===== config.mk =====
export PLATFORM = sky130hd
export DESIGN_NAME = lab_alu_pipe
export DESIGN_NICKNAME = d
export VERILOG_FILES = /design/src/rtl/lab_alu_pipe.sv
export SDC_FILE = /design/constraint.sdc
export NUM_CORES = 1
export LEC_CHECK = 0
export CAP_MARGIN = 15
export CORE_MARGIN = 2
export CORE_UTILIZATION = 35
export CTS_CLUSTER_SIZE = 28
export DETAILED_ROUTE_END_ITERATION = 8
export GPL_ROUTABILITY_DRIVEN = 0
export GPL_TIMING_DRIVEN = 0
export SLEW_MARGIN = 40
export SYNTH_ARGS = -nofsm -noshare
export SYNTH_HDL_FRONTEND = slang
export SYNTH_SLANG_ARGS = --single-unit

===== constraint.sdc =====
create_clock -name clk -period 7.1 [get_ports clk]
set_input_delay 0.71 -clock clk [delete_from_list [all_inputs] [get_ports clk]]
set_output_delay 0.71 -clock clk [all_outputs]
set_load 0.02 [all_outputs]

===== src/rtl/lab_alu_pipe.sv =====
// Two-stage pipelined ALU: S1 captures operands, S2 holds the result and its flags.
// The accumulator is loaded with each result as it leaves S1, so chained accumulate beats need no bubble.
module lab_alu_pipe #(
  parameter int unsigned WIDTH = 8
) (
  input  logic             clk,
  input  logic             rst_n,
  input  logic             in_valid,
  output logic             in_ready,
  input  logic [WIDTH-1:0] in_a,
  input  logic [WIDTH-1:0] in_b,
  input  logic [2:0]       in_op,
  input  logic             in_acc,
  input  logic             acc_clr,
  output logic             out_valid,
  input  logic             out_ready,
  output logic [WIDTH-1:0] out_f,
  output logic             out_carry,
  output logic             out_zero
);

  typedef enum logic [2:0] {
    OP_AND  = 3'b000,
    OP_OR   = 3'b001,
    OP_XNOR = 3'b010,
    OP_NOTA = 3'b011,
    OP_ADD  = 3'b100,
    OP_SUB  = 3'b101,
    OP_XOR  = 3'b110,
    OP_B    = 3'b111
  } op_e;

  logic             s1_valid_q, s1_valid_d;
  logic [WIDTH-1:0] s1_a_q, s1_a_d;
  logic [WIDTH-1:0] s1_b_q, s1_b_d;
  op_e              s1_op_q, s1_op_d;
  logic             s1_acc_q, s1_acc_d;

  logic             out_valid_q, out_valid_d;
  logic [WIDTH-1:0] f_q, f_d;
  logic             carry_q, carry_d;
  logic             zero_q, zero_d;
  logic [WIDTH-1:0] acc_q, acc_d;

  logic             s2_adv;
  logic             move;
  logic             in_fire;
  logic [WIDTH-1:0] a_eff;
  logic [WIDTH:0]   sum;
  logic [WIDTH:0]   diff;
  logic [WIDTH-1:0] f_c;
  logic             carry_c;

  always_comb begin
    s2_adv   = !out_valid_q || out_ready;
    move     = s1_valid_q && s2_adv;
    in_ready = !s1_valid_q || s2_adv;
    in_fire  = in_valid && in_ready;

    a_eff = s1_acc_q ? acc_q : s1_a_q;
    sum   = {1'b0, a_eff} + {1'b0, s1_b_q};
    diff  = {1'b0, a_eff} - {1'b0, s1_b_q};

    f_c     = '0;
    carry_c = 1'b0;
    unique case (s1_op_q)
      OP_AND:  f_c = a_eff & s1_b_q;
      OP_OR:   f_c = a_eff | s1_b_q;
      OP_XNOR: f_c = ~(a_eff ^ s1_b_q);
      OP_NOTA: f_c = ~a_eff;
      OP_ADD:  {carry_c, f_c} = sum;
      OP_SUB:  {carry_c, f_c} = diff;
      OP_XOR:  f_c = a_eff ^ s1_b_q;
      OP_B:    f_c = s1_b_q;
      default: f_c = '0;
    endcase
  end

  always_comb begin
    s1_valid_d = s1_valid_q;
    s1_a_d     = s1_a_q;
    s1_b_d     = s1_b_q;
    s1_op_d    = s1_op_q;
    s1_acc_d   = s1_acc_q;
    if (in_fire) begin
      s1_valid_d = 1'b1;
      s1_a_d     = in_a;
      s1_b_d     = in_b;
      s1_op_d    = op_e'(in_op);
      s1_acc_d   = in_acc;
    end else if (move) begin
      s1_valid_d = 1'b0;
    end

    out_valid_d = out_valid_q && !out_ready;
    f_d         = f_q;
    carry_d     = carry_q;
    zero_d      = zero_q;
    if (move) begin
      out_valid_d = 1'b1;
      f_d         = f_c;
      carry_d     = carry_c;
      zero_d      = (f_c == '0);
    end

    // A clear coinciding with a move still lets the move use the old acc; clear wins the update.
    if (acc_clr)   acc_d = '0;
    else if (move) acc_d = f_c;
    else           acc_d = acc_q;
  end

  always_ff @(posedge clk or negedge rst_n) begin
    if (!rst_n) begin
      s1_valid_q  <= 1'b0;
      s1_a_q      <= '0;
      s1_b_q      <= '0;
      s1_op_q     <= OP_AND;
      s1_acc_q    <= 1'b0;
      out_valid_q <= 1'b0;
      f_q         <= '0;
      carry_q     <= 1'b0;
      zero_q      <= 1'b0;
      acc_q       <= '0;
    end else begin
      s1_valid_q  <= s1_valid_d;
      s1_a_q      <= s1_a_d;
      s1_b_q      <= s1_b_d;
      s1_op_q     <= s1_op_d;
      s1_acc_q    <= s1_acc_d;
      out_valid_q <= out_valid_d;
      f_q         <= f_d;
      carry_q     <= carry_d;
      zero_q      <= zero_d;
      acc_q       <= acc_d;
    end
  end

  assign out_valid = out_valid_q;
  assign out_f     = f_q;
  assign out_carry = carry_q;
  assign out_zero  = zero_q;

endmodule


==> metrics.yaml <==
power:
  combPwrFrac: 0.494
  p_sw_frac: 0.380
  p_total_mw: 1.03
  p_int_mw: 0.639
  share_clk_of_total_power: 0.212
  powerDensity_nw_per_um2: 287
  total_leakage_power_nw: 1.62
  ir_drop_mv: 0.218
  p_switching_mw: 0.392
  p_seq_frac: 0.293
critical_path:
  cp.arrival_ps: 3370
  crit_required_ps: 7330
  cpPeakStageDelay_ps: 440
  rr_worst_depth: 11
  crit_path_max_fanout: 9
  path_depth: 11
  crit_chain: "buf_6, mux2_4, ha_1, fa_1, and3_1, a211oi_2, o31ai_1, o221ai_1, xnor2_1, a31oi_1, a32o_1"
  critical_path_class: "flip-flop to flip-flop"
  rrSetupSlack_ps: 3960
  slowest_stage: "fa_1"
  critPathBufInv: 1
  cp-end-kind: "flip-flop"
  cp-start-kind: "flip-flop"
  crit_family: "compound AO/OA/AOI/OAI gates"
worst_hold_path:
  hold_class: "primary input to asynchronous set/reset pin"
logic_synthesis:
  synth_nets: 366
  yosys-top-cells-area: "dfrtp_1 (34%), ha_1 (11%), mux2_2 (7.9%)"
  synth-edff-count: 0
  ys_types: 60
  synthArstFlopShare: 1.00
  synth_seq_cells: 40
  synth-seq-area-share: 0.336
  synth_top_flop_cell: "dfrtp_1"
  ys_warn_count: 0
  yosysTopAreaCellShare: 0.336
  synth_largest_area_cell: "dfrtp_1"
  syn-cell-area_um2: 2980
  syn_inst: 312
  avgSynthCellArea_um2: 9.55
floorplanning:
  initial_utilization: 0.363
  die_w_um: 96.3
  die-area_um2: 9270
  rows: 33
  die_h_um: 96.3
  core_region_area_um2: 8220
  io_pins: 37
global_route:
  grt_busiest_layer: "met2"
  use_met2: 0.273
  gr-usage-met3: 0.0258
  grt_pass1_vias: 2373
  met1_usage: 0.217
  track_usage: 0.165
  antenna_found_initial: 0
  overflow: 0
  grt_pass1_wl_um: 11800
  grt_start_max_net_pins: 41
place:
  dp.cells: 452
  dpl.hpwl_um: 5570
  io_buffers: 35
clock_network:
  clock_sinks: 40
  clk_latency_ps: 290
  cts_made_buffers: 5
  cts_root_buf: "clkbuf_8"
  cts_tree: "done"
  cts.clk_slew.worst_paths_ps: 80
  h-tree-depth: 2
  cts.repair.resized: 0
  cts_hold_buf: 0
  clockBufferDepth: 2
  cts_setup_buffers: 0
layout:
  finish.utilization: 0.437
  fill_cells: 779
  final_cell_mix: "dfrtp_1 (40), clkdlybuf4s50_1 (34), nand2_1 (32)"
  area_growth_pct: 20.4
  num-nets-final: 408
  mostFrequentLayoutCell: "dfrtp_1"
  diodes: 0
  fin_cells: 459
  drive_gt1_frac: 0.155
routing:
  antenna_left: 0
  wl_per_cell_um: 15.9
  drt_first_pass_iters: 4
  wirelength_um: 7310
  vias: 2403
  drc: 0
  dr.first_iter.drc_count: 228
  vias_per_cell: 5.24
timing:
  clock_skew_ps: 3.42
  rsz0062_at_grt: "false"
  hold_ws_ps: 383
  maxSlewHeadroom: 0.556
  period_share: 0.442
  tns_ps: 0
  setup_viol: 0
  finalHoldViolCount: 0
  fin_crit_ps: 3140
  drv_slew: 0
  clock.fmax_mhz: 318
  worstMarginPinSlew_ps: 665
outcome:
  status: "finished, final reports clean"
flow_run:
  drv_cap: 0
-- worst paths after layout --
path,startpoint,end
worst max register to register,s1_acc_q,out_zero
max in group asynchronous,rst_n,s1_b_q[1]
worst max-delay path,s1_acc_q,out_zero
min in group clk,out_f[4],out_f[4]
worst min register to register,out_f[4],out_f[4]
worst min-delay path,rst_n,s1_b_q[5]
-- cell type report --
type / instances / area, um^2 / share of cell area
inverter: 24 / 90.1 / 0.0251
clock inverter: 2 / 60.1 / 0.0167
tap: 105 / 131 / 0.0366
multi-input combinational: 230 / 1790 / 0.498
buffer: 18 / 101 / 0.0283
clock buffer: 5 / 68.8 / 0.0192
timing repair buffer: 35 / 348 / 0.0970
sequential: 40 / 1000 / 0.279
-- Yosys cell counts (all sizes together), types with 3 or more instances --
cell type,instances
a31oi,5
nand2b,8
a21oi,22
ha,27
a21o,3
inv,24
a211oi,7
o21ai,8
o22ai,3
mux2i,11
dfrtp,40
o21bai,3
mux2,24
nor2,23
clkbuf,5
nor3,3
nand3b,3
o31ai,3
o221ai,3
nand3,3
buf,13
nand2,33
-- flip-flops by register name (all words and copies together), names as in the netlist --
name        cells
out_valid       1
s1_valid_q      1
s1_a_q          8
out_zero        1
out_carry       1
s1_b_q          8
s1_acc_q        1
out_f           8
acc_q           8
s1_op_q         3
-- power groups by stage --
| stage | sequential [mW] | clock [mW] | combinational, mW |
|---|---|---|---|
| 2_1_floorplan | 0.327 | 0 | 0.334 |
| 3_3_place_gp | 0.306 | 0 | 0.499 |
| 3_5_place_dp | 0.307 | 0 | 0.505 |
| 4_1_cts | 0.303 | 0.225 | 0.508 |
| 5_1_grt | 0.309 | 0.233 | 0.561 |
| 6_report | 0.303 | 0.219 | 0.510 |
-- cell families (layout without fill, tap and decap cells) --
family,after synthesis,count (layout),synth area share
compound gates,74,74,0.177
buf+inv,42,84,0.0643
simple gates,87,87,0.141
mux,37,37,0.147
xor+xnor,3,3,0.00882
fa+ha+maj,29,29,0.127
flops,40,40,0.336
-- through the flow --
stage,setup slack (ps),area [um^2]
floorplan,4410,2980
global placement,4080,3460
detailed placement,4010,3460
CTS,4000,3590
global route,3770,3590
finish,3960,3590
-- metal layers --
metal / vias up / wire, um
met5: - / 0
met4: 0 / 115
met3: 10 / 311
met2: 55 / 3520
met1: 1152 / 3370
li1: 1186 / -
Note: power is estimated with default switching activity, not from simulation.
